### src/rtl/reset_boot_sequencer_pkg.sv
// Shared types and helpers for the staged reset / boot sequencer.
package rst_seq_pkg;

    // Largest number of reset domains the sequencer can drive.
    localparam int MAX_DOMAINS = 8;

    // Sequencer FSM states.
    typedef enum logic [2:0] {
        HOLD     = 3'd0,
        STAGE    = 3'd1,
        RUN      = 3'd2,
        SW_HOLD  = 3'd3,
        SW_STAGE = 3'd4
    } seq_state_e;

    // Width of a down-counter able to hold the largest of three reload values.
    function automatic int cnt_width(input int a, input int b, input int c);
        int m;
        m = a;
        if (b > m) begin
            m = b;
        end
        if (c > m) begin
            m = c;
        end
        return $clog2(m) + 1;
    endfunction

    // Isolates the lowest set bit of a domain vector (zero in, zero out).
    function automatic logic [MAX_DOMAINS-1:0] lowest_set(input logic [MAX_DOMAINS-1:0] v);
        return v & (~v + {{(MAX_DOMAINS-1){1'b0}}, 1'b1});
    endfunction

endpackage

### src/rtl/reset_boot_sequencer_clk_en_divider.sv
// Clock-enable strobe and divided clock, free-running once reset has settled.
module clk_en_divider #(
    parameter int DIV_RATIO = 1
) (
    input  logic clk,
    input  logic reset,
    input  logic run,
    output logic clk_en,
    output logic clk_div
);

    localparam int DW = $clog2(DIV_RATIO) + 1;
    localparam logic [DW-1:0] LAST = DW'(DIV_RATIO - 1);

    if (DIV_RATIO < 1) begin : g_bad_div
        $error("clk_en_divider: DIV_RATIO must be >= 1");
    end

    logic [DW-1:0] cnt_q, cnt_d;
    logic          en_q, en_d;
    logic          div_q, div_d;

    // Next-state: count to DIV_RATIO-1, strobe and toggle the divided clock on wrap.
    always_comb begin
        cnt_d = cnt_q;
        en_d  = 1'b0;
        div_d = div_q;
        if (run) begin
            if (cnt_q == LAST) begin
                cnt_d = {DW{1'b0}};
                en_d  = 1'b1;
                div_d = ~div_q;
            end else begin
                cnt_d = cnt_q + {{(DW-1){1'b0}}, 1'b1};
                en_d  = 1'b0;
            end
        end else begin
            cnt_d = cnt_q;
        end
    end

    // Divider state registers.
    always_ff @(posedge clk or posedge reset) begin
        if (reset) begin
            cnt_q <= {DW{1'b0}};
            en_q  <= 1'b0;
            div_q <= 1'b0;
        end else begin
            cnt_q <= cnt_d;
            en_q  <= en_d;
            div_q <= div_d;
        end
    end

    assign clk_en  = en_q;
    assign clk_div = div_q;

endmodule

### src/rtl/reset_boot_sequencer.sv
// Staged multi-domain reset generator with masked software reset and clock divider.
module reset_boot_sequencer
    import rst_seq_pkg::*;
#(
    parameter int NUM_DOMAINS     = 2,
    parameter int CYCLES          = 20,
    parameter int STAGE_GAP       = 4,
    parameter int SW_RESET_CYCLES = 8,
    parameter int DIV_RATIO       = 1
) (
    input  logic                   clk,
    input  logic                   reset,
    input  logic                   sw_reset_req,
    input  logic [NUM_DOMAINS-1:0] sw_reset_mask,
    output logic [NUM_DOMAINS-1:0] reset_o,
    output logic                   clk_en,
    output logic                   clk_div,
    output logic                   ready,
    output logic                   busy,
    output logic                   sw_reset_ack
);

    localparam int CNT_W = cnt_width(CYCLES, STAGE_GAP, SW_RESET_CYCLES);
    localparam logic [CNT_W-1:0] CNT_ONE   = CNT_W'(1);
    localparam logic [CNT_W-1:0] HOLD_LOAD = CNT_W'(CYCLES);
    localparam logic [CNT_W-1:0] GAP_LOAD  = CNT_W'(STAGE_GAP);
    localparam logic [CNT_W-1:0] SW_LOAD   = CNT_W'(SW_RESET_CYCLES);
    localparam logic [NUM_DOMAINS-1:0] DOM_ONES = {NUM_DOMAINS{1'b1}};
    localparam logic [NUM_DOMAINS-1:0] DOM_ZERO = {NUM_DOMAINS{1'b0}};

    if (NUM_DOMAINS < 1 || NUM_DOMAINS > MAX_DOMAINS) begin : g_bad_domains
        $error("reset_boot_sequencer: NUM_DOMAINS must be 1..8");
    end
    if (CYCLES < 1 || STAGE_GAP < 1 || SW_RESET_CYCLES < 1) begin : g_bad_timing
        $error("reset_boot_sequencer: CYCLES, STAGE_GAP, SW_RESET_CYCLES must be >= 1");
    end

    logic [1:0]             sync_q, sync_d;
    logic                   prev_req_q, prev_req_d;
    seq_state_e             state_q, state_d;
    logic [CNT_W-1:0]       cnt_q, cnt_d;
    logic [NUM_DOMAINS-1:0] reset_o_q, reset_o_d;
    logic                   ready_q, ready_d;
    logic                   busy_q, busy_d;
    logic                   ack_q, ack_d;
    logic                   zero_ack_q, zero_ack_d;

    logic                   run_s;
    logic                   req_rise_s;
    logic                   expired_s;
    logic [NUM_DOMAINS-1:0] low_s;
    logic [NUM_DOMAINS-1:0] rel_s;

    assign run_s      = ~sync_q[1];
    assign req_rise_s = sw_reset_req & ~prev_req_q;
    assign expired_s  = (cnt_q <= CNT_ONE);
    // Domains still asserted are exactly the ones waiting for release, so the
    // next one to let go is always the lowest set bit of reset_o.
    assign low_s      = NUM_DOMAINS'(lowest_set(MAX_DOMAINS'(reset_o_q)));
    assign rel_s      = reset_o_q & ~low_s;

    // Reset-release synchroniser and request edge history.
    always_comb begin
        sync_d     = {sync_q[0], 1'b0};
        prev_req_d = sw_reset_req;
    end

    // Staging FSM: next state, shared down-counter and registered outputs.
    always_comb begin
        state_d    = state_q;
        cnt_d      = cnt_q;
        reset_o_d  = reset_o_q;
        ready_d    = ready_q;
        busy_d     = busy_q;
        ack_d      = 1'b0;
        zero_ack_d = 1'b0;
        if (run_s) begin
            if (cnt_q != {CNT_W{1'b0}}) begin
                cnt_d = cnt_q - CNT_ONE;
            end else begin
                cnt_d = cnt_q;
            end
            case (state_q)
                HOLD, STAGE: begin
                    if (expired_s) begin
                        reset_o_d = rel_s;
                        cnt_d     = GAP_LOAD;
                        if (rel_s == DOM_ZERO) begin
                            state_d = RUN;
                            ready_d = 1'b1;
                            busy_d  = 1'b0;
                        end else begin
                            state_d = STAGE;
                        end
                    end else begin
                        state_d = state_q;
                    end
                end
                RUN: begin
                    if (zero_ack_q) begin
                        ack_d   = 1'b1;
                        ready_d = 1'b1;
                        busy_d  = 1'b0;
                    end else if (req_rise_s) begin
                        ready_d = 1'b0;
                        busy_d  = 1'b1;
                        if (sw_reset_mask != DOM_ZERO) begin
                            reset_o_d = sw_reset_mask;
                            cnt_d     = SW_LOAD;
                            state_d   = SW_HOLD;
                        end else begin
                            zero_ack_d = 1'b1;
                        end
                    end else begin
                        state_d = RUN;
                    end
                end
                SW_HOLD, SW_STAGE: begin
                    if (expired_s) begin
                        reset_o_d = rel_s;
                        cnt_d     = GAP_LOAD;
                        if (rel_s == DOM_ZERO) begin
                            state_d = RUN;
                            ack_d   = 1'b1;
                            ready_d = 1'b1;
                            busy_d  = 1'b0;
                        end else begin
                            state_d = SW_STAGE;
                        end
                    end else begin
                        state_d = state_q;
                    end
                end
                default: begin
                    state_d   = HOLD;
                    cnt_d     = HOLD_LOAD;
                    reset_o_d = DOM_ONES;
                    ready_d   = 1'b0;
                    busy_d    = 1'b1;
                end
            endcase
        end else begin
            cnt_d = cnt_q;
        end
    end

    // Sequencer state registers; asynchronous reset restarts the power-on hold.
    always_ff @(posedge clk or posedge reset) begin
        if (reset) begin
            sync_q     <= 2'b11;
            prev_req_q <= 1'b1;
            state_q    <= HOLD;
            cnt_q      <= HOLD_LOAD;
            reset_o_q  <= DOM_ONES;
            ready_q    <= 1'b0;
            busy_q     <= 1'b1;
            ack_q      <= 1'b0;
            zero_ack_q <= 1'b0;
        end else begin
            sync_q     <= sync_d;
            prev_req_q <= prev_req_d;
            state_q    <= state_d;
            cnt_q      <= cnt_d;
            reset_o_q  <= reset_o_d;
            ready_q    <= ready_d;
            busy_q     <= busy_d;
            ack_q      <= ack_d;
            zero_ack_q <= zero_ack_d;
        end
    end

    clk_en_divider #(
        .DIV_RATIO (DIV_RATIO)
    ) u_div (
        .clk     (clk),
        .reset   (reset),
        .run     (run_s),
        .clk_en  (clk_en),
        .clk_div (clk_div)
    );

    assign reset_o      = reset_o_q;
    assign ready        = ready_q;
    assign busy         = busy_q;
    assign sw_reset_ack = ack_q;

endmodule
### config.mk
export PLATFORM = sky130hd
export DESIGN_NAME = reset_boot_sequencer
export DESIGN_NICKNAME = d
export VERILOG_FILES = /design/src/rtl/reset_boot_sequencer_pkg.sv /design/src/rtl/reset_boot_sequencer_clk_en_divider.sv /design/src/rtl/reset_boot_sequencer.sv
export SDC_FILE = /design/constraint.sdc
export NUM_CORES = 1
export LEC_CHECK = 0
export CORE_MARGIN = 2
export CORE_UTILIZATION = 55
export CTS_BUF_LIST = sky130_fd_sc_hd__clkbuf_8 sky130_fd_sc_hd__clkbuf_16
export DETAILED_ROUTE_END_ITERATION = 12
export PLACE_DENSITY = 0.74
export SYNTH_ARGS = -nofsm -noshare
export SYNTH_HDL_FRONTEND = slang
export SYNTH_SLANG_ARGS = --single-unit
### constraint.sdc
create_clock -name clk -period 3.4 [get_ports clk]
set_clock_uncertainty 0.1 [all_clocks]
set_input_delay 0.34 -clock clk [delete_from_list [all_inputs] [get_ports clk]]
set_output_delay 0.34 -clock clk [all_outputs]
set_load 0.05 [all_outputs]
==> results of run 1 <==
[power breakdown]
part	switching [mW]	internal [mW]
logic	0.0870	0.0603
registers	0.0432	0.275
clock network	0.0759	0.157
[cells in the final DEF (no fill, tap or decap), drive strengths merged, types with 3 or more instances in the layout]
cell type and instances:
a22oi 4, a21o 3, clkbuf 3, a21oi 8, o211ai 4, nor2 8
o31ai 4, o21ai 8, nor3 3, nor2b 3, nor3b 3, ha 3
dfrtp 12, dfstp 8, nand2 6, inv 7, clkdlybuf4s50 11
[metrics by stage]
| stage | cell area, µm² | hold WS [ns] | worst slack (ns) | instances |
|---|---|---|---|---|
| global route | 1361 | 0.2641 | 1.282 | 158 |
| finish | 1361 | 0.2609 | 1.328 | 158 |
| CTS | 1361 | 0.2612 | 1.325 | 158 |
| global placement | 1290 | 0.2464 | 1.345 | 154 |
| floorplan | 1172 | 0.1979 | 1.478 | 121 |
| detailed placement | 1290 | 0.2499 | 1.269 | 154 |
[sequential cells by signal (all words and copies together) (netlist names)]
name and count:
prev_req_q 1, ready 1, sync_q 2, state_q 3
zero_ack_q 1, busy 1, reset_o 2, u_div.clk_div 1
u_div.clk_en 1, sw_reset_ack 1, cnt_q 6
[worst min-delay path by stage]
stage,from,endpoint,slack [ns],cells past startpoint
2_1_floorplan,reset,cnt_q[0],0.20,1
4_1_cts,sync_q[0],sync_q[1],0.26,0
5_1_grt,sync_q[0],sync_q[1],0.26,0
3_3_place_gp,sync_q[0],sync_q[1],0.25,0
6_report,sync_q[0],sync_q[1],0.26,0
3_5_place_dp,sync_q[0],sync_q[1],0.25,0
[cell type report]
type / count / area [µm²] / area share [%]
clock inverters: 1 / 30.03 / 2.206
inverters: 7 / 26.28 / 1.930
repair buffers: 11 / 110.1 / 8.088
clock buffers: 3 / 41.29 / 3.033
flip-flops and latches: 20 / 510.5 / 37.50
multi-input cells: 89 / 609.3 / 44.76
well taps: 27 / 33.78 / 2.482
[Yosys cell counts, types with 2 or more instances]
cell type,instances
sky130_fd_sc_hd__dfrtp_1,12
sky130_fd_sc_hd__a21oi_1,8
sky130_fd_sc_hd__dfstp_2,8
sky130_fd_sc_hd__nor2_1,8
sky130_fd_sc_hd__inv_1,7
sky130_fd_sc_hd__nand2_1,6
sky130_fd_sc_hd__a22oi_1,4
sky130_fd_sc_hd__clkbuf_1,4
sky130_fd_sc_hd__o211ai_1,4
sky130_fd_sc_hd__o21ai_0,4
sky130_fd_sc_hd__o21ai_1,4
sky130_fd_sc_hd__a21o_1,3
sky130_fd_sc_hd__ha_1,3
sky130_fd_sc_hd__nor2b_1,3
sky130_fd_sc_hd__nor3b_1,3
sky130_fd_sc_hd__o31ai_1,3
sky130_fd_sc_hd__a211oi_1,2
sky130_fd_sc_hd__a311oi_1,2
sky130_fd_sc_hd__mux2_1,2
sky130_fd_sc_hd__nand2b_1,2
sky130_fd_sc_hd__nand3_1,2
sky130_fd_sc_hd__nor3_1,2
sky130_fd_sc_hd__nor4_1,2
sky130_fd_sc_hd__nor4b_1,2
[per-layer routing]
metal	vias up	part of all wire [%]	track usage [%]
met5	-	0	0
met4	0	2.3	12.50
met3	6	3.1	2.976
met2	24	47	35.31
met1	470	47	29.77
li1	469	-	-
[cell families after synthesis]
family / Yosys count / share of synthesized area (%)
AOI/OAI and AO/OA: 43 / 25.61
xor gates and xnor gates: 1 / 0.7472
adders and majority gates: 3 / 3.202
buffers and inverters: 12 / 4.482
DFF: 20 / 43.54
muxes: 3 / 2.775
other: 1 / 0.3199
and+or+nand+nor: 38 / 19.32
==> metrics.log, run 1 <==
[metrics] cell count after synthesis: 121
[metrics] critical path buffer and inverter count: 1
[metrics] CP max stage delay: 0.81 ns
[metrics] number of antenna-violating nets in the routed design: 0
[metrics] width of the die: around 50 µm
[metrics] count of cell types in the netlist: 45
[metrics] r2r setup slk: 1.42 ns
[metrics] GR Overflow Total: 0
[metrics] proportion of register bits with asynchronous set or reset after synthesis: 100.0%
[metrics] number of antenna violations at the first check in global routing: 0
[metrics] WP data required: 2.96 ns
[metrics] utilization after layout: 68.69%
[metrics] Core Region: roughly 2000 µm²
[metrics] setup-violating endpoint count in the final report: 0
[metrics] post-synthesis instance area: 1172 µm²
[metrics] slew at the pin closest to its max-slew limit: approximately 0.73 ns
[metrics] TritonCTS clock tree: built
[metrics] FP Rows: 16
[metrics] RD Place Congestion: 0.8734
[metrics] Root Driver: sky130_fd_sc_hd__clkbuf_8
[metrics] I/O Buffers: 11
[metrics] worst rel slew slack: 51.21%
[metrics] TritonCTS buffer count: 3
[metrics] category of cells accounting for the largest share of critical-path delay: buffers and inverters
[metrics] critical path endpoint category: primary output
[metrics] latest clock arrival within the worst-skew pair: between 0.2 and 0.3 ns
[metrics] Sinks on Clock Net: 20
[metrics] cell type with the highest aggregate area in the netlist: sky130_fd_sc_hd__dfrtp_1
[metrics] Seq/Total Area, Yosys: 43.54%
[metrics] crit path kind: register to primary output
[metrics] global-route wire length before repair: 4264 µm
[metrics] Post-Synthesis Net Count: 129
[metrics] status: completed
[metrics] count of pins over their slew limit: 0
[metrics] number of I/O pins: 12
[metrics] series of cell instances along the critical path: clkdlybuf4s50_1
[metrics] floorplan die area: between 2000 and 3000 µm²
[metrics] number of global-route vias before repair: approximately 960
[metrics] Post-synth EDFFs: 0
[metrics] Yosys top cell area share: approximately 26%
[metrics] number of buffers added to fix hold violations after cts: 0
[metrics] worst vdd ir: between 0.3 and 0.4 mV
[metrics] post-route total power: 698.1 µW
[metrics] ratio of cells with drive above 1 in the final layout: 13.74%
[metrics] FILL cells: 149
[metrics] average wire per cell in the routed design: 14.99 µm
[metrics] number of warnings reported in the yosys synthesis log: 0
[metrics] Detailed Place HPWL: 1759 µm
[metrics] class of the tightest hold or removal check: register to register
[metrics] DRC viols: 0
[metrics] total stage count of the critical path: 1
[metrics] minimum clock period: 2.072 ns
[metrics] final critical-path share of the clock period: between 60% and 70%
[metrics] Clock Tree Buf Depth: 2
[metrics] standby leakage power: 0.5334 nW
[metrics] Resize count post-CTS: 0
[metrics] clock slew at the register clock pins of the worst setup and hold paths: 0.08 ns
[metrics] number of endpoints with negative hold slack in the final report: 0
[metrics] reg-to-reg critical path startpoint: cnt_q[3]
[metrics] Seq cells post-synth: 20
[metrics] data arrival time of the worst path: 1.63 ns
[metrics] final layout net count: 140
[metrics] synthesis-to-finish area growth: 16.12%
[metrics] Critical R2R Capture: reset_o[1]
[metrics] Setup TNS Final: 0 ns
[metrics] pwr dens: 512.8 nW/µm²
[metrics] 1st-pass router iterations: 4
[metrics] average instance area after synthesis: 9.689 µm²
[metrics] starting density of the core: 59.15%
[metrics] last element of the critical path: reset_o[0]
[metrics] ranking of synthesized cells by area: sky130_fd_sc_hd__dfrtp_1 (26%), sky130_fd_sc_hd__dfstp_2 (18%), sky130_fd_sc_hd__a21oi_1 (3.4%), sky130_fd_sc_hd__ha_1 (3.2%), sky130_fd_sc_hd__a22oi_1 (2.6%)
[metrics] Startpoint Class: register
[metrics] R2R cell count: 4
[metrics] number of levels in the clock H-tree: 1
[metrics] worst-path cell with the longest stage delay: sky130_fd_sc_hd__clkdlybuf4s50_1
[metrics] global-route usage over all layers: ~22%
[metrics] Max Fanout on Critical Path: 5
[metrics] Post-CTS Setup Repair Bufs: 0
[metrics] die boundary height: 50.17 µm
[metrics] vias after detailed routing: 969
[metrics] DRT Wirelength: 2369 µm
[metrics] setup repair after global routing missed its margin: false
[metrics] f_max: 482.7 MHz
[metrics] initial drt markers: 24
[metrics] number of max-capacitance violations reported: 0
[metrics] Top FF cell, synth: sky130_fd_sc_hd__dfrtp_1
[metrics] maximum number of pins on one net before global-route repair: 21
[metrics] via/cell ratio: 6.133
[metrics] launch point of the critical path: reset_o[0]
[metrics] # diodes: 0
Power figures use the tool's default switching activity.
==> inputs of run 2 (changes only) <==
==> constraint.sdc (replaced) <==
create_clock -name clk -period 1.91 [get_ports clk]
set_clock_uncertainty 0.1 [all_clocks]
set_input_delay 0.191 -clock clk [delete_from_list [all_inputs] [get_ports clk]]
set_output_delay 0.191 -clock clk [all_outputs]
set_load 0.05 [all_outputs]
==> run 2 against run 1 <==
Against the previous run:
- sequential share of layout area down 3.6 points
- count of clock-buffer cells in the layout unchanged
- worst setup slack worse by 1.3 ns
- clock power up 82%
- die area unchanged
- largest cell class unchanged
- first-iteration DRC count up 4.2%
- cell area up 10%
- combinational power rose to 2.6 times the previous value
- highest routed layer unchanged
- worst hold slack worse by 0.11 ns
==> metrics.log, run 2 (synthesis results as in run 1) <==
[metrics] status: completed
[metrics] latest clock arrival within the worst-skew pair: 0.26 ns (about the same)
[metrics] setup-violating endpoint count in the final report: 0 (unchanged)
[metrics] 1st-pass router iterations: 4 (unchanged)
[metrics] launch point of the critical path: cnt_q[4]
[metrics] number of I/O pins: 12 (unchanged)
[metrics] final critical-path share of the clock period: 97.80%
[metrics] DRC viols: 0 (unchanged)
[metrics] switching part of the total power: 30.39% (+0.85 points)
[metrics] reg-to-reg critical path startpoint: cnt_q[4]
[metrics] Inst Count DP: 170 (+10%)
[metrics] via/cell ratio: 6.177 (+0.72%)
[metrics] number of antenna-violating nets in the routed design: 0 (unchanged)
[metrics] crit path kind: register to register
[metrics] number of max-capacitance violations reported: 0 (unchanged)
[metrics] standby leakage power: 0.6296 nW (+18%)
[metrics] clock slew at the register clock pins of the worst setup and hold paths: 0.07 ns (about the same)
[metrics] Core Region: 1982 µm² (unchanged)
[metrics] # diodes: 0 (unchanged)
[metrics] area taken by multi-input logic gates: 631.9 µm² (+3.7%)
[metrics] FILL cells: 130 (-13%)
[metrics] number of antenna violations at the first check in global routing: 0 (unchanged)
[metrics] part of the power in registers: 39.7% (-5.8 points)
[metrics] vias after detailed routing: 1,081 (+12%)
[metrics] number of endpoints with negative hold slack in the final report: 0 (unchanged)
[metrics] WP data required: 2.00 ns (-0.96 ns)
[metrics] pwr dens: 880.2 nW/µm² (+72%)
[metrics] Placement Cell Area: 1403 µm² (+8.7%)
[metrics] global-route usage over all layers: 22.98% (+0.54 points)
[metrics] storage element area: 510.5 µm² (unchanged)
[metrics] data arrival time of the worst path: 1.96 ns (+0.33 ns)
[metrics] internal power summed over all cells: 921.5 µW (+87%)
[metrics] flip-flop count of the largest register after layout: 6 (unchanged)
[metrics] TritonCTS clock tree: built
[metrics] highest-count cells in the layout ignoring fill and taps: sky130_fd_sc_hd__buf_4 (20), sky130_fd_sc_hd__dfrtp_1 (12)
[metrics] initial drt markers: 25 (+4.2%)
[metrics] Startpoint Class: register
[metrics] starting density of the core: 59.15% (unchanged)
[metrics] Setup TNS Final: 0 ns (unchanged)
[metrics] Biggest register: cnt_q
[metrics] setup repair after global routing missed its margin: false
[metrics] minimum clock period: between 1.5 and 2 ns
[metrics] class of the tightest hold or removal check: primary input to async pin
[metrics] post-route cell area: 1504 µm² (+10%)
[metrics] post-route total power: 1.324 mW (+90%)
[metrics] worst rel slew slack: 66.77% (+16 points)
[metrics] switching power summed over all nets: 402.2 µW (+95%)
[metrics] most frequent standard cell in the layout excluding fill and tap cells: sky130_fd_sc_hd__buf_4
[metrics] Max Fanout on Critical Path: 8 (+3)
[metrics] r2r setup slk: 0.04 ns (-1.38 ns)
[metrics] maximum number of pins on one net before global-route repair: 21 (unchanged)
[metrics] GR Overflow Total: 0 (unchanged)
[metrics] final layout net count: 157 (+12%)
[metrics] ratio of cells with drive above 1 in the final layout: 29.05% (+15 points)
[metrics] die boundary height: 50.17 µm (unchanged)
[metrics] DRT Wirelength: 2741 µm (+16%)
[metrics] non-filler cells in the finished layout: 175 (+11%)
[metrics] RD Place Congestion: 0.9047 (+3.6%)
[metrics] synthesis-to-finish area growth: 28.28%
[metrics] average wire per cell in the routed design: 15.66 µm (+4.5%)
[metrics] I/O Buffers: 11 (unchanged)
[metrics] leading registers by flop count: cnt_q (6), state_q (3)
[metrics] slew at the pin closest to its max-slew limit: 0.4969 ns (-0.2341 ns)
[metrics] Clock Tree Buf Depth: 2 (unchanged)
[metrics] count of pins over their slew limit: 0 (unchanged)
[metrics] number of levels in the clock H-tree: 1 (unchanged)
[metrics] TritonCTS buffer count: 3 (unchanged)
[metrics] width of the die: 50.17 µm (unchanged)
[metrics] FP Rows: 16 (unchanged)
[metrics] f_max: 535.4 MHz
[metrics] clock network fraction of total power: 32.0% (-1.4 points)
[metrics] Gate power share: 28.3% (+7.2 points)
[metrics] worst vdd ir: 0.6179 mV (+63%)
[metrics] Detailed Place HPWL: 1925 µm (+9.4%)
[metrics] number of global-route vias before repair: 973 (+1.7%)
[metrics] floorplan die area: 2517 µm² (unchanged)
[metrics] critical path endpoint category: register
[metrics] global-route wire length before repair: 4388 µm (+2.9%)
[metrics] Sinks on Clock Net: 20 (unchanged)
[metrics] Root Driver: sky130_fd_sc_hd__clkbuf_8
-- run 2: cell count changes in the layout (fill, tap and decap cells not counted), sizes merged --
cell           before  now
buf                 0   20
clkdlybuf4s50      11    8
-- run 2: layout make-up --
cell class	instances	area share, %
clock buffer	3	2.745
clock inverter	1	1.997
inverter	7	1.747
multi-input combinational	89	42.01
sequential	20	33.94
tap	27	2.246
timing repair buffer	28	15.31
-- run 2: power by group through the flow --
stage	registers, mW	clock network [mW]	logic (mW)
3_5_place_dp	0.532	0	0.357
2_1_floorplan	0.576	0	0.193
5_1_grt	0.533	0.446	0.409
4_1_cts	0.524	0.427	0.362
3_3_place_gp	0.529	0	0.349
6_report	0.526	0.423	0.375
-- run 2: final timing paths --
check / to / depth (start not counted)
max: reset_o[0] / 4
min: ready / 3
max reg2reg: reset_o[0] / 4
min reg2reg: sync_q[1] / 0
max in group asynchronous: busy / 3
min in group clk: sync_q[1] / 0
-- run 2: per-layer routing --
metal	global-route usage, %	share of wire (%)	vias to the layer above
met5	0	0	-
met4	11.57	2.8	0
met3	5.357	6.2	14
met2	35.09	46	60
met1	30.47	45	500
li1	-	-	507
-- run 2: critical path, cell delays in order, from the launching register on --
cell and delay, ns:
sky130_fd_sc_hd__dfstp_2 0.37, sky130_fd_sc_hd__or4_4 0.54, sky130_fd_sc_hd__o21a_4 0.27, sky130_fd_sc_hd__nor3_4 0.19
sky130_fd_sc_hd__mux2_4 0.32
-- run 2: metrics by stage --
| step | utilization [%] | setup slack [ns] | hold slack [ns] |
|---|---|---|---|
| after floorplan | - | 0.01513 | 0.04890 |
| after global placement | 70.77 | 0.07543 | 0.2457 |
| after detailed placement | 70.77 | 0.04814 | 0.2514 |
| after CTS | 74.37 | 0.03396 | 0.1585 |
| after global routing | 75.88 | 0.003620 | 0.1906 |
| final | 75.88 | 0.04211 | 0.1530 |
-- run 2: timing repair --
item                       CTS  global route
setup endpoints to repair    0             7
hold buffers                 0             0
setup buffers                0             1
gates resized for setup      0             5
hold endpoints to repair     0             0
==> inputs of run 3 (changes only) <==
--- a/config.mk
+++ b/config.mk
@@ -9,7 +9,8 @@
 export CORE_UTILIZATION = 55
 export CTS_BUF_LIST = sky130_fd_sc_hd__clkbuf_8 sky130_fd_sc_hd__clkbuf_16
 export DETAILED_ROUTE_END_ITERATION = 12
-export PLACE_DENSITY = 0.74
+export DONT_BUFFER_PORTS = 1
+export PLACE_DENSITY = 0.66
 export SYNTH_ARGS = -nofsm -noshare
 export SYNTH_HDL_FRONTEND = slang
 export SYNTH_SLANG_ARGS = --single-unit
==> run 3 against run 2 <==
Against the previous run:
- power is 12% lower
- core utilization fell by 7.8 points
- worst setup slack got worse by 0.023 ns
- register-to-register slack worse by 0.02 ns
- worst hold slack worse by 0.10 ns
- flip-flop and latch count stayed put
- critical path depth is the same
- sequential power grew 9.1%
- cell count down 8.0%
==> metrics.log, run 3 (synthesis results as in run 1) <==
[metrics] number of max-capacitance violations reported: 0 (unchanged)
[metrics] worst vdd ir: 0.6548 mV (+6.0%)
[metrics] synthesis-to-finish area growth: 15.15%
[metrics] pwr dens: 860.3 nW/µm² (-2.3%)
[metrics] Biggest register: cnt_q
[metrics] latest clock arrival within the worst-skew pair: 0.26 ns (about the same)
[metrics] total stage count of the critical path: 4 (unchanged)
[metrics] post-route total power: 1.161 mW (-12%)
[metrics] number of levels in the clock H-tree: 1 (unchanged)
[metrics] final setup margin: 0.01871 ns (-0.02339 ns)
[metrics] starting density of the core: 59.15% (unchanged)
[metrics] minimum clock period: 1.891 ns (+0.02339 ns)
[metrics] standby leakage power: 0.5474 nW (-13%)
[metrics] leading registers by flop count: cnt_q (6), state_q (3)
[metrics] FP Rows: 16 (unchanged)
[metrics] storage element area: 510.5 µm² (unchanged)
[metrics] Root Driver: sky130_fd_sc_hd__clkbuf_8
[metrics] reg-to-reg critical path startpoint: cnt_q[4]
[metrics] GR Overflow Total: 0 (unchanged)
[metrics] maximum number of pins on one net before global-route repair: 21 (unchanged)
[metrics] Sinks on Clock Net: 20 (unchanged)
[metrics] category of cells accounting for the largest share of critical-path delay: simple AND/OR/NAND/NOR gates
[metrics] critical path endpoint category: register
[metrics] width of the die: 50.17 µm (unchanged)
[metrics] Min Hold Slack: 0.05219 ns (-0.1008 ns)
[metrics] Startpoint Class: register
[metrics] via/cell ratio: 6.248 (+1.2%)
[metrics] ratio of cells with drive above 1 in the final layout: 23.13% (-5.9 points)
[metrics] Detailed Place HPWL: 1864 µm (-3.2%)
[metrics] slew at the pin closest to its max-slew limit: 0.7396 ns (+0.2427 ns)
[metrics] DRT Wirelength: 2528 µm (-7.8%)
[metrics] clock slew at the register clock pins of the worst setup and hold paths: 0.07 ns (about the same)
[metrics] initial drt markers: 17 (-32%)
[metrics] class of the tightest hold or removal check: primary input to register
[metrics] last element of the critical path: reset_o[0]
[metrics] Critical R2R Capture: reset_o[0]
[metrics] data arrival time of the worst path: 1.98 ns (+0.02 ns)
[metrics] average wire per cell in the routed design: 15.70 µm (+0.25%)
[metrics] R2R cell count: 4 (unchanged)
[metrics] worst hold path cell count: 2
[metrics] 1st-pass router iterations: 4 (unchanged)
[metrics] status: completed
[metrics] utilization after layout: 68.12% (-7.8 points)
[metrics] series of cell instances along the critical path: or4_4, o21a_4, nor3_4, mux2_1
[metrics] Max Fanout on Critical Path: 8 (unchanged)
[metrics] die boundary height: 50.17 µm (unchanged)
[metrics] Post-Place Worst Slack: 0.02074 ns (-0.02740 ns)
[metrics] RD Place Congestion: 0.8991 (-0.62%)
[metrics] number of antenna-violating nets in the routed design: 0 (unchanged)
[metrics] Core Region: 1982 µm² (unchanged)
[metrics] flip-flop count of the largest register after layout: 6 (unchanged)
[metrics] worst-path cell with the longest stage delay: sky130_fd_sc_hd__or4_4
[metrics] global-route wire length before repair: 4374 µm (-0.32%)
[metrics] I/O Buffers: 0 (-11)
[metrics] number of antenna violations at the first check in global routing: 0 (unchanged)
[metrics] worst rel slew slack: 50.64% (-16 points)
[metrics] number of endpoints with negative hold slack in the final report: 0 (unchanged)
[metrics] r2r setup slk: 0.02 ns (-0.02 ns)
[metrics] critical path buffer and inverter count: 0 (unchanged)
[metrics] count of pins over their slew limit: 0 (unchanged)
[metrics] HP Start: sw_reset_mask[1]
[metrics] # diodes: 0 (unchanged)
[metrics] crit path kind: register to register
[metrics] floorplan die area: 2517 µm² (unchanged)
[metrics] final layout net count: 143 (-8.9%)
[metrics] setup-violating endpoint count in the final report: 0 (unchanged)
[metrics] WP data required: 2.00 ns (about the same)
[metrics] final critical-path share of the clock period: 99.02% (+1.2 points)
[metrics] launch point of the critical path: cnt_q[4]
[metrics] FILL cells: 161 (+24%)
[metrics] vias after detailed routing: 1,006 (-6.9%)
[metrics] global-route usage over all layers: 23.02% (+0.035 points)
[metrics] TritonCTS buffer count: 3 (unchanged)
[metrics] area taken by multi-input logic gates: 614.3 µm² (-2.8%)
[metrics] setup repair after global routing missed its margin: true
[metrics] f_max: 528.7 MHz (-1.2%)
[metrics] DRC viols: 0 (unchanged)
[metrics] highest-count cells in the layout ignoring fill and taps: sky130_fd_sc_hd__dfrtp_1 (12), sky130_fd_sc_hd__buf_4 (12), sky130_fd_sc_hd__nor2_1 (8), sky130_fd_sc_hd__a21oi_1 (8), sky130_fd_sc_hd__dfstp_2 (8)
[metrics] number of global-route vias before repair: 964 (-0.92%)
[metrics] Clock Tree Buf Depth: 2 (unchanged)
[metrics] TritonCTS clock tree: built
[metrics] number of I/O pins: 12 (unchanged)
[metrics] CP max stage delay: 0.55 ns (about the same)
## run 3: cell types whose count changed in the layout (fill, tap and decap cells not counted), sizes merged
cell,before,now
clkbuf,3,4
clkdlybuf4s50,8,0
bufinv,1,0
buf,20,12
dlygate4sd3,0,2
## run 3: per-layer routing
metal / vias up / wire length [µm] / track usage (%)
met2: 28 / 1217 / 36.84
met4: 0 / 32 / 7.870
met1: 497 / 1172 / 31.52
li1: 475 / - / -
met5: - / 0 / 0
met3: 6 / 105 / 3.869
## run 3: timing repair
action | CTS | global route
buffers inserted | 0 | 0
resized for setup | 0 | 1
endpoints found under the hold margin | 13 | 0
setup endpoints to repair | 0 | 5
hold buffers | 2 | 0
## run 3: how the worst min path moves through the flow
stage / to / slack [ns]
4_1_cts: zero_ack_q / 0.05
6_report: zero_ack_q / 0.05
3_3_place_gp: prev_req_q / 0.1
5_1_grt: zero_ack_q / 0.06
2_1_floorplan: cnt_q[0] / 0.05
3_5_place_dp: prev_req_q / 0.1
## run 3: where the power goes
part | leakage (nW) | switching [mW] | total (mW) | internal (mW)
clock | 0.0288 | 0.136 | 0.319 | 0.183
combinational | 0.293 | 0.150 | 0.268 | 0.118
sequential | 0.225 | 0.0875 | 0.574 | 0.487
total | 0.547 | 0.374 | 1.16 | 0.788
## run 3: area by class of cell
class                      count  share of cell area (%)
multi-input combinational     89                   45.51
sequential                    20                   37.81
timing repair buffer          14                   8.156
clock buffer                   4                   4.078
tap                           27                   2.502
inverter                       7                   1.946
## run 3: stage by stage
stage	cell area, µm²	std cells	setup TNS (ns)
finish	1350	161	0
global route	1350	161	-0.09175
CTS	1345	161	0
detailed placement	1270	155	0
global placement	1270	155	0
floorplan	1172	121	0
